### config.mk
export PLATFORM = sky130hd
export DESIGN_NAME = pifo_sreg_queue
export DESIGN_NICKNAME = d
export VERILOG_FILES = /design/src/rtl/pifo_sreg_queue.sv
export SDC_FILE = /design/constraint.sdc
export NUM_CORES = 1
export LEC_CHECK = 0
export ABC_AREA = 1
export CAP_MARGIN = 10
export CORE_MARGIN = 8
export CORE_UTILIZATION = 61
export DETAILED_ROUTE_END_ITERATION = 8
export PLACE_DENSITY = 0.87
export SYNTH_ARGS = -nofsm -noshare
export SYNTH_HDL_FRONTEND = slang
export SYNTH_SLANG_ARGS = --single-unit
### constraint.sdc
create_clock -name i_clk -period 5.01 [get_ports i_clk]
set_input_delay 0.7515 -clock i_clk [delete_from_list [all_inputs] [get_ports i_clk]]
set_output_delay 0.7515 -clock i_clk [all_outputs]
set_load 0.02 [all_outputs]
### src/rtl/pifo_sreg_queue.sv
// Single-node push-in-first-out priority queue kept as a sorted shift-register array.
// Slot 0 is always the head; equal priorities keep arrival order.
module pifo_sreg_queue #(
    parameter int PTW   = 16,
    parameter int MTW   = 32,
    parameter int DEPTH = 8,
    parameter int CTW   = 4,
    parameter int MODE  = 0
) (
    input  logic               i_clk,
    input  logic               i_rst,
    input  logic               i_push,
    input  logic [MTW+PTW-1:0] i_push_data,
    input  logic               i_pop,
    output logic               o_pop_valid,
    output logic [MTW+PTW-1:0] o_pop_data,
    output logic [MTW+PTW-1:0] o_head_data,
    output logic [CTW-1:0]     o_count,
    output logic               o_empty,
    output logic               o_full,
    output logic               o_drop,
    output logic               o_underflow
);
    localparam int W = MTW + PTW;

    generate
        if (DEPTH < 2 || DEPTH > 64 || (2 ** CTW) <= DEPTH) begin : g_param_check
            $fatal(1, "pifo_sreg_queue: DEPTH must be 2..64 and 2**CTW must exceed DEPTH");
        end
    endgenerate

    logic [W-1:0]     ent     [DEPTH];
    logic [DEPTH-1:0] vld;

    logic [W-1:0]     sh_ent  [DEPTH];
    logic [DEPTH-1:0] sh_vld;
    logic [W-1:0]     nxt_ent [DEPTH];
    logic [DEPTH-1:0] nxt_vld;
    logic [DEPTH-1:0] ins_mask;
    logic [PTW-1:0]   new_prio;
    logic             pop_ok;
    logic             push_ok;
    logic [CTW-1:0]   count_nxt;

    assign new_prio = i_push_data[PTW-1:0];
    assign pop_ok   = i_pop & vld[0];
    assign push_ok  = i_push & (~o_full | pop_ok);

    // Post-pop view of the array: the head is removed before the insertion point is chosen.
    always_comb begin
        for (int k = 0; k < DEPTH; k++) begin
            sh_ent[k] = ent[k];
        end
        sh_vld = vld;
        if (pop_ok) begin
            for (int k = 0; k < DEPTH - 1; k++) begin
                sh_ent[k] = ent[k + 1];
                sh_vld[k] = vld[k + 1];
            end
            sh_vld[DEPTH-1] = 1'b0;
        end
    end

    // Thermometer mask: set on every slot the new entry beats (invalid slots always lose).
    always_comb begin
        ins_mask = '0;
        for (int k = 0; k < DEPTH; k++) begin
            if (MODE == 0) begin
                ins_mask[k] = ~sh_vld[k] | (new_prio < sh_ent[k][PTW-1:0]);
            end else begin
                ins_mask[k] = ~sh_vld[k] | (new_prio > sh_ent[k][PTW-1:0]);
            end
        end
    end

    always_comb begin
        for (int k = 0; k < DEPTH; k++) begin
            nxt_ent[k] = sh_ent[k];
        end
        nxt_vld = sh_vld;
        if (push_ok) begin
            if (ins_mask[0]) begin
                nxt_ent[0] = i_push_data;
                nxt_vld[0] = 1'b1;
            end
            for (int k = 1; k < DEPTH; k++) begin
                if (ins_mask[k]) begin
                    nxt_ent[k] = ins_mask[k-1] ? sh_ent[k-1] : i_push_data;
                    nxt_vld[k] = ins_mask[k-1] ? sh_vld[k-1] : 1'b1;
                end
            end
        end
    end

    assign count_nxt = o_count + CTW'(push_ok) - CTW'(pop_ok);

    always_ff @(posedge i_clk) begin
        ent <= nxt_ent;
    end

    always_ff @(posedge i_clk) begin
        if (i_rst) begin
            vld         <= '0;
            o_count     <= '0;
            o_empty     <= 1'b1;
            o_full      <= 1'b0;
            o_pop_valid <= 1'b0;
            o_pop_data  <= '0;
            o_drop      <= 1'b0;
            o_underflow <= 1'b0;
        end else begin
            vld         <= nxt_vld;
            o_count     <= count_nxt;
            o_empty     <= (count_nxt == '0);
            o_full      <= (count_nxt == CTW'(DEPTH));
            o_pop_valid <= pop_ok;
            if (pop_ok) begin
                o_pop_data <= ent[0];
            end
            o_drop      <= i_push & ~push_ok;
            o_underflow <= i_pop & ~vld[0];
        end
    end

    assign o_head_data = vld[0] ? ent[0] : '1;

endmodule

# --- After elaboration in Yosys (flattened, before gate mapping) ---
# Index checks and enable logic that the tools add are counted.
op_classes:
  n_reduce_logical: 2
  bitwise_logic: 24
  eq_ne: 1
  n_lt_le_gt_ge: 8
  add_sub_neg: 2
  mux: 35
op_table:
  columns: ["operator", "count"]
  rows:
  - ["48-bit two-way mux", 16]
  - ["384-bit two-way mux", 1]
  - ["336-bit two-way mux", 1]
  - ["16-bit less-than comparator", 8]
  - ["8-bit two-way mux", 2]
  - ["1-bit two-way mux", 15]
  - ["1-bit NOT", 11]
  - ["1-bit bitwise OR", 9]
  - ["4-bit by 1-bit adder with 4-bit output", 1]
  - ["1-bit bitwise AND", 4]
  - ["4-bit == test (second input constant)", 1]
  - ["4-bit zero test", 1]
  - ["4-bit by 1-bit subtractor with 4-bit output", 1]
  - ["2-bit AND reduction", 1]
totals:
  elab_cells: 88
  out_inout_bits: 105
  inputBits: 52
  register_bits: 449

# --- Longest topological paths before layout ---
# Gate-level depths: netlist of run 1.
depth:
  word_depth: 7
  depth_mapped: 24
  ltp_nobuf: 18

# --- Least setup slack after synthesis of run 1 ---
# OpenSTA, ideal clock, no wires.
synth_timing:
  path_type: "in2reg"
  startpoint: "input port i_pop"
  endpoint: "register ent[0] (netlist name) (enable)"
  t_arrival_ns: 4.089
  setup_slack_ns: 0.452
  cell_stages: 9
  setup_ns: 0.470
  path_buffers: 5
  required_time_ns: 4.540
  cell_sequence: "buf_4 nand2_2 buf_6 buf_4 buf_2 clkbuf_1 nand2_1 inv_1 a21oi_1"
synth_via:
  elab_chain_len: 5
  word_cells_on_any_way: 7
  cone_classes: "1 x mux; 5 x bitwise; 1 x reduce/logical"
synth_lines:
  columns: ["item", "line_no", "rtl"]
  rows:
  - ["start: declaration", "14", "input logic i_pop,"]
  - ["1-bit bitwise AND (*)", "46", "assign pop_ok = i_pop & vld[0];"]
  - ["8-bit two-way mux", "55", "if (pop_ok) begin"]
  - ["1-bit NOT", null, null]
  - ["1-bit bitwise OR", "69", "ins_mask[k] = ~sh_vld[k] | (new_prio < sh_ent[k][PTW-1:0]);"]
  - ["2-bit AND reduction (no source line) (*)", null, null]
  - ["end signal: assignment", "98", "ent <= nxt_ent;"]
  - ["end: declaration", "32", "logic [W-1:0] ent [DEPTH];"]
# Mark *: on every way between the ends. The rest lies on a longest branch, timed or not.
# A chain may end at the register's enable or synchronous reset.

# --- Worst setup path after layout of run 1 ---
layout_timing:
  startpoint: "input port i_pop"
  endpoint: "register vld[5]"
layout_via:
  elab_chain_len: 7
  word_cells_on_any_way: 14
  cone_classes: "2 x order compare; 5 x mux; 7 x bitwise"
layout_lines:
  columns: ["item", "line_no", "rtl"]
  rows:
  - ["1-bit bitwise AND (*)", "46", null]
  - ["336-bit two-way mux / 8-bit two-way mux (equally long branches)", "55", null]
  - ["16-bit less-than comparator / 1-bit NOT (equally long branches)", null, null]
  - ["1-bit bitwise OR", "69", null]
  - ["1-bit two-way mux", "89", "nxt_vld[k] = ins_mask[k-1] ? sh_vld[k-1] : 1'b1;"]
  - ["1-bit two-way mux", "87", "if (ins_mask[k]) begin"]
  - ["8-bit two-way mux (*)", "81", "if (push_ok) begin"]
  - ["end signal: assignment", "112", "vld <= nxt_vld;"]
  - ["end: declaration", "33", "logic [DEPTH-1:0] vld;"]
# Marks and branches as above.

==> results.md, run 1 <==
- The arrival time of the worst setup path is 4.37 ns.
- The wire length after detailed routing is 71.59 mm.
- The final critical-path required period is 3.889 ns.
- The net switching power is between 0.007 and 0.008 W.
- The power density over the cells is 623.2 mW/mm2.
- The number of instances in the synthesized netlist is 4127.
- Setup repair after global routing left no endpoint under its margin.
- The clock network is responsible for around a fifth of the overall power.
- The largest net degree at the start of global routing is between 150 and 200.
- In this run, the combinational gates consume 47.9% of the power.
- The vias per cell is about 5.4.
- The highest achievable clock rate is 257.2 MHz.
- In this run the worst setup path terminates at vld[5].
- The most frequent standard cell in the layout excluding fill and tap cells is nand2_1.
- The worst register-to-register path begins at vld[0].
- In this run, placement finished with an instance count of approximately 4700.
- In this run the worst setup path begins at i_pop.
- The flop-to-flop setup slack is 1.47 ns.
- The total number of H-tree levels is 2.
- The slowest stage of the critical path belongs to the cell clkdlybuf4s50_1.
- The count of synthesis-stage warnings from yosys is 0.
- The max-slew violation count is 0.
- Once detail routing completed, the nets flagged for antenna violations numbered 0.
- For this design the top-level I/O count stands at 157.
- The total routing resource utilization after global routing is a little over a quarter.
- The post-layout net count is around 4300.
- The number of sinks handled by clock tree synthesis is 449.
- The site row count is 77.
- The synthesized area per cell is between 6 and 7 um2.
- The fraction of power spent switching nets is 42.10%.
- The critical register-to-register path endpoint is vld[5].
- The kind of path behind the tightest hold check is flip-flop to flip-flop.
- The worst-case IR drop observed on VDD is 0.0002855 V.
- The placer congestion estimate is 0.9009.
- At the pin with the least slew margin, the transition time is about 1.1 ns.
- The peak per-stage delay on the critical path is 0.61 ns.
- For this block, the via count after detailed routing is approximately 26000.
- Final hold analysis gives a worst-case slack of 0.4727 ns.
- The violation count after the first detailed-route iteration is 2728.
- The number of port buffers is ~160.
- The average wire per cell in the routed design is 15.10 um.
- The wire length on met3 is 7.281 mm.
- The number of synthesized register bits is 449.
- The largest fanout on the critical path is 106.
- The count of endpoints failing hold in the final timing report came to 0.
- The total DRC errors in the routed layout is 0.
- The fill cell total of the finished layout is roughly 3600.
- Clock latency on the worst-skew pair, taken at its later pin, is 0.60 ns.
- Leaving out filler cells and counting taps, the final layout contains approximately 4700.
- The class of the most critical setup path is primary input to flip-flop.
- The residual overflow from global routing is 0.
- The iteration count of the initial detailed-routing pass is 5.
- The half-perimeter wire length after placement is roughly 50 mm.
- Clock skew on the completed layout was measured at 0.01156 ns.
- The tool flagged a number of max-cap violations equal to 0.
- The summed instance area of the synthesized netlist is between 0.02 and 0.03 mm2.
- The initial utilization of the core area, before any placement, comes to roughly three fifths.
- The number of CTS-inserted buffers is 49.
- The share of the Yosys chip area taken by registers is 35.14%.
- The number of gates resized after CTS was 0.
- The longest clock path from root to sink contains 3 buffers.
- The total negative setup slack is 0 ns.
- The number of antenna violations at the first check in global routing was 1.
- The routed design uses 29.46 mm of met2 wire.
- The first global-routing pass estimated 116.5 mm of wire.
- The floorplan step set the die height to 226.2 um.
- In this run the standard cell core region covers 0.04393 mm2.
- The fraction of final layout cells with drive strength greater than 1 is 9.303%.
- The synthesized net count is approximately 4300.
- The library cells used most frequently in the layout, excluding fill and tap cells, are nand2_1, nand3_1, inv_1, o21ai_0, dfxtp_1.
- The critical path goes through clkdlybuf4s50_1 -> nand2_8 -> inv_8 -> or2_2 -> o21ai_0 -> ha_1 -> nand2_1 -> nor2_1 -> a211oi_1 -> nand2_1 -> nand2_1 -> nand2_2 -> nand2_2 -> nand2_2 -> o21ai_0 -> inv_1.
- The worst path required time is ~5.5 ns.
- The buffer cell driving the clock tree root is clkbuf_16.
- Synthesis instantiated 31 different standard cells from the library.
- The routed length on met1 is 33.73 mm.
- The die covers 0.05116 mm2.
- The worst setup path is captured at a flip-flop.
- In this run the tightest slew margin relative to its limit is 24.90%.
- The analysis attributes to cell leakage a power of roughly 16 nW.
- Dividing the final minimum period by the clock period gives 77.62%.
- The via count of the first global-routing pass is 22630.
- TritonCTS built the clock tree.
- The flow ran to the end, and the final reports show no timing, DRC or antenna violations.
- STA classifies the critical path startpoint as a primary input.
- Setup violations remaining at the end of the flow were counted as 0.
- The area growth from synthesis to layout is 11.31%.
- After clock tree synthesis, the clock-pin slew on the worst setup and hold paths is 0.06 ns.
- Measured along the x axis, the die boundary spans ~230 um.
- The uppermost layer routed is met4.
- The share of total power dissipated in sequential elements is between 30% and 40%.
- The internal power of the cells totals 0.01082 W.
- For the worst flop-to-flop path, the logic depth is 15.
- Buffers inserted to repair hold after CTS numbered 0.
- Post-CTS timing repair inserted 0 buffers for setup.
==> worst max-delay path: cells and delay by family <==
family / cells / cell delay [ns]
adder cells (fa/ha/maj): 1 / 0.34
AO/OA/AOI/OAI: 3 / 0.67
AND/OR/NAND/NOR: 9 / 1.51
buffers and inverters: 3 / 1.06
==> stage by stage <==
step	power (W)	setup WS, ns	cell area (um2)	utilization (%)
2_1_floorplan	0.01293	0.4517	26950	-
3_3_place_gp	0.01460	0.6601	28400	64.64
3_5_place_dp	0.01489	0.5393	28400	64.64
4_1_cts	0.01858	1.143	29990	68.27
5_1_grt	0.02027	0.8059	30000	68.28
6_report	0.01869	1.121	30000	68.28
==> per-layer routing <==
| layer | track usage (%) | vias up |
|---|---|---|
| met5 | 0 | - |
| met4 | 5.707 | 0 |
| met3 | 4.597 | 87 |
| met2 | 39.18 | 1187 |
| met1 | 41.06 | 11260 |
| li1 | - | 13180 |
==> state kept, by name (all words and copies together) (netlist names) <==
name	flops
ent	384
o_pop_data	48
vld	8
o_count	4
o_drop	1
o_empty	1
o_full	1
o_pop_valid	1
o_underflow	1
==> worst min-delay path by stage <==
| stage | startpoint | to | slack (ns) | depth (start not counted) |
|---|---|---|---|---|
| floorplan | ent[341] | o_pop_data[5] | 0.44 | 2 |
| global placement | ent[341] | o_pop_data[5] | 0.47 | 2 |
| detailed placement | ent[341] | o_pop_data[5] | 0.46 | 2 |
| CTS | ent[341] | o_pop_data[5] | 0.48 | 2 |
| global route | o_pop_data[20] | o_pop_data[20] | 0.51 | 2 |
| finish | ent[341] | o_pop_data[5] | 0.47 | 2 |
==> cell type report <==
| class | instances | area, um2 | area share, % |
|---|---|---|---|
| Clock inverter | 20 | 167.7 | 0.5589 |
| Tap cell | 592 | 740.7 | 2.469 |
| Multi-Input combinational cell | 2936 | 14450 | 48.17 |
| Inverter | 470 | 1772 | 5.906 |
| Clock buffer | 71 | 1430 | 4.768 |
| Timing Repair Buffer | 203 | 1964 | 6.549 |
| Antenna cell | 1 | 2.502 | 0.008342 |
| Sequential cell | 449 | 9470 | 31.57 |
==> synth_stat cells <==
library cell / instances / area (um2)
buf_1: 16 / 60.06
buf_6: 7 / 78.83
buf_2: 77 / 385.4
nand3_1: 604 / 3023
or2_2: 233 / 1458
a21o_1: 1 / 7.510
a21oi_1: 76 / 380.4
dfxtp_1: 401 / 8028
o21a_1: 1 / 7.510
a41oi_1: 1 / 8.760
nor4_1: 1 / 6.260
buf_4: 53 / 397.9
a21oi_2: 5 / 43.79
a211oi_1: 30 / 225.2
nand2_2: 15 / 93.84
and2_1: 1 / 6.260
xnor2_1: 1 / 8.760
a31oi_1: 8 / 50.05
nand2_1: 1331 / 4996
fa_1: 1 / 20.02
o21ai_0: 407 / 2037
nor3_1: 5 / 25.02
edfxtp_1: 48 / 1441
nand4_1: 7 / 43.79
clkbuf_1: 119 / 446.7
o21ai_1: 27 / 135.1
inv_1: 470 / 1764
xor2_1: 2 / 17.52
nor2_1: 55 / 206.5
o21ai_2: 1 / 8.760
ha_1: 123 / 1539
==> power by group through the flow <==
stage,sequential (W),combinational [W],clock [W]
after global routing,0.00629,0.0102,0.00378
after floorplan,0.00594,0.00699,0
final,0.00615,0.00896,0.00359
after CTS,0.00610,0.00885,0.00362
after global placement,0.00613,0.00847,0
after detailed placement,0.00617,0.00873,0
==> cell families after synthesis <==
group	synth area share (%)
buffers and inverters	11.63
xor gates and xnor gates	0.09752
DFF	35.14
adders and majority gates	5.785
AOI/OAI and AO/OA	10.78
and+or+nand+nor	36.58
Power figures use the tool's default switching activity.
==> inputs of run 2 (changes only) <==
==> constraint.sdc (replaced) <==
create_clock -name i_clk -period 3.9 [get_ports i_clk]
set_input_delay 0.585 -clock i_clk [delete_from_list [all_inputs] [get_ports i_clk]]
set_output_delay 0.585 -clock i_clk [all_outputs]
set_load 0.02 [all_outputs]
==> results.md, run 2 (synthesis gave the netlist of run 1 again) <==
- The run finished with clean final reports.
- The net switching power is approximately 0.010 W.
- The number of antenna violations at the first check in global routing is 0.
- Post-CTS repair changed the size of 0 cells.
- The clock arrives with 0.01980 ns of skew.
- The count of endpoints failing hold in the final timing report was 0.
- For this design the top-level I/O count stands at 157.
- In this run the horizontal extent of the chip is 226.2 um.
- The clock-pin slew reported for the worst setup and hold paths after clock tree synthesis is ~0.06 ns.
- The placer congestion estimate is 0.9279.
- The share of total power in sequential cells is 32.4%.
- The total DRC errors in the routed layout is 0.
- The register with the most flip-flops in the layout has 384 of them.
- The kind of path behind the tightest hold check is flip-flop to flip-flop.
- The number of port buffers is 156.
- Adding up every negative setup slack in the final design gives 0 ns.
- VDD sags by at most 0.0004477 V.
- TritonCTS built the clock tree.
- The combined area of the multi-input logic cells is around 0.014 mm2.
- The number of placed instances, taps included, is between 4000 and 5000.
- The slowest stage of the critical path belongs to the cell clkdlybuf4s50_1.
- The combinational group share of total power is 49.2%.
- The library cell appearing most often on the critical path is nand2_1.
- For the worst-skew pair, the clock arrives at the later sink with an insertion delay of 0.61 ns.
- The root buffer cell chosen for the clock tree is clkbuf_16.
- The critical path is of the primary input to flip-flop type.
- The uppermost layer routed is met4.
- Fill cells in the final layout number 3618.
- In this run the worst setup path terminates at ent[293].
- The final critical-path required period is 3.272 ns.
- The endpoint identified for the worst register-to-register timing path is ent[293].
- The number of routed nets with antenna violations is 0.
- The worst pin sits at a relative slew slack of about a third.
- The most frequent standard cell in the layout excluding fill and tap cells is nand2_1.
- The internal portion of the total power is 0.01408 W.
- The final layout contains routed wiring with a total length of between 70 and 80 mm.
- Summed over all nets, wire length on met2 after detailed routing comes to 30.63 mm.
- Summing all flip-flop and latch instances after layout gives approximately 0.0095 mm2.
- The max-slew violation count came to 0.
- Across all layers, the routed design uses between 20000 and 30000 vias.
- The fraction of final layout cells with drive strength greater than 1 is 10.29%.
- Setup slack on the worst reg-to-reg path comes out at between 0.8 and 0.9 ns.
- After detailed routing, the average wire length per cell comes to 15.58 um.
- After layout, the worst path uses a little over four fifths of the clock period.
- The largest registers in the layout are ent: 384 flops, o_pop_data: 48 flops, vld: 8 flops.
- The fraction of power spent switching nets is a little over two fifths.
- After the flow finishes, the layout carries non-filler instances totaling roughly 4800.
- The type of element launching the critical path is a primary input.
- The power density over the cells is 799.9 mW/mm2.
- The number of sinks handled by clock tree synthesis is between 400 and 500.
- The number of cells on the worst reg-to-reg path is 17.
- The wire length on met3 is 7.891 mm.
- The reg-to-reg startpoint is vld[0].
- The total routing resource utilization after global routing is between 20% and 30%.
- The critical path starts at i_pop.
- The number of clock buffers added by TritonCTS is 49.
- At the pin with the least slew margin, the transition time is 0.9747 ns.
- After detailed routing, the wire length on met1 is about 35 mm.
- The worst path required time is 4.38 ns.
- The initial utilization of the core area, before any placement, comes to 61.34%.
- Leaving out fill and tap cells, the most frequent cells in the layout are nand2_1, nand3_1, inv_1, o21ai_0, dfxtp_1.
- The clock share of power is 18.4%.
- Based on the critical path, the design can be clocked at up to between 300 and 400 MHz.
- In this run the vertical extent of the chip is 226.2 um.
- The number of setup buffers added after CTS is 0.
- The largest single stage delay on the critical path is 0.54 ns.
- The final layout contains approximately 4300 nets.
- Broken down by cell family, the worst path's largest delay share belongs to buffers and inverters.
- The largest fanout on the critical path is 111.
- Setup repair after global routing left no endpoint under its margin.
- The iteration count of the initial detailed-routing pass is 6.
- Walking the worst path, the cells encountered are clkdlybuf4s50_1 -> nand2_8 -> buf_12 -> nand2_1 -> o21ai_0 -> inv_1 -> ha_1 -> a21oi_1 -> nor2_1 -> a211oi_1 -> nand2_1 -> nand2_1 -> nand2_2 -> nand2_1 -> nand2_1 -> buf_4 -> nand2_1 -> nand2_1.
- For this design the static power due to leakage is 16.09 nW.
- The H-tree was split into 2 levels.
- The residual overflow from global routing is 0.
- The via count of the first global-routing pass is 23830.
- The tool flagged a number of max-cap violations equal to 0.
- The largest net degree at the start of global routing is 118.
- The cell count along the critical path is 18.
- The worst hold path depth is 2.
- The first routing iteration left approximately 3100 violations.
- After floorplanning, the core was divided into 77 placement rows.
- The post-cts hold buffer count is 0.
- Once detailed placement completed, the half-perimeter wirelength came to 52.21 mm.
- The antenna diode instance count is 0.
- The area of the core is 0.04393 mm2.
- Setup violations remaining at the end of the flow were counted as 0.
- Data arrives at the worst endpoint at roughly 3.8 ns.
- The signed area change from the synthesized netlist to the final layout is 13.30%.
- The die covers 0.05116 mm2.
- The critical path contains buffers and inverters numbering 4 combined.
- Ranked by flip-flop count, first place goes to ent.
- The worst setup path is captured at a flip-flop.
- The first global-routing pass estimated 122.5 mm of wire.
- The worst-case clock buffer depth is 3.
- In the routed layout, each cell is associated on average with a via count of 5.471.
[run 2: worst min path at each step]
stage                              start        endpoint  slack (ns)
final                           ent[374]  o_pop_data[38]        0.48
after CTS                       ent[374]  o_pop_data[38]        0.48
after global placement          ent[345]   o_pop_data[9]        0.46
after floorplan                 ent[341]   o_pop_data[5]        0.44
after global routing      o_pop_data[30]  o_pop_data[30]        0.51
after detailed placement        ent[341]   o_pop_data[5]        0.47
[run 2: layout make-up]
type / count / area share (%)
Clock buffer: 71 / 4.651
Clock inverter: 17 / 0.3770
Inverter: 470 / 5.802
Multi-Input combinational cell: 2936 / 47.32
Sequential cell: 449 / 31.02
Tap cell: 592 / 2.426
Timing Repair Buffer: 245 / 8.408
[run 2: power groups by stage]
stage	registers (W)	clock network, W	logic (W)
after floorplan	0.00763	0	0.00898
after global routing	0.00809	0.00471	0.0137
after CTS	0.00785	0.00452	0.0119
final	0.00791	0.00449	0.0120
after detailed placement	0.00794	0	0.0117
after global placement	0.00790	0	0.0114
[run 2: layer usage]
metal	up-vias	global-route usage, %
met4	0	6.582
met5	-	0
met3	107	4.584
met2	1249	41.40
met1	11540	43.33
li1	13260	-
[run 2: stage by stage]
| step | cell area, um2 | total power, W | hold slack, ns | util (%) | setup WS [ns] |
|---|---|---|---|---|---|
| floorplan | 26950 | 0.01661 | 0.4440 | - | 0.5789 |
| global placement | 29000 | 0.01928 | 0.4597 | 66.01 | 0.1445 |
| detailed placement | 29000 | 0.01964 | 0.4740 | 66.01 | 0.08427 |
| CTS | 30530 | 0.02423 | 0.4817 | 69.50 | 0.6849 |
| global route | 30530 | 0.02648 | 0.5081 | 69.50 | 0.2932 |
| finish | 30530 | 0.02443 | 0.4775 | 69.50 | 0.6285 |
[run 2: worst reg2reg max path: stages (launching register included)]
cell	delay, ns
dfxtp_2	0.37
nand2_8	0.12
buf_12	0.36
nand2_1	0.20
o21ai_0	0.14
inv_1	0.11
ha_1	0.30
a21oi_1	0.15
nor2_1	0.05
a211oi_1	0.16
nand2_1	0.08
nand2_1	0.07
nand2_2	0.11
nand2_1	0.14
nand2_1	0.21
buf_4	0.26
nand2_1	0.08
nand2_1	0.07
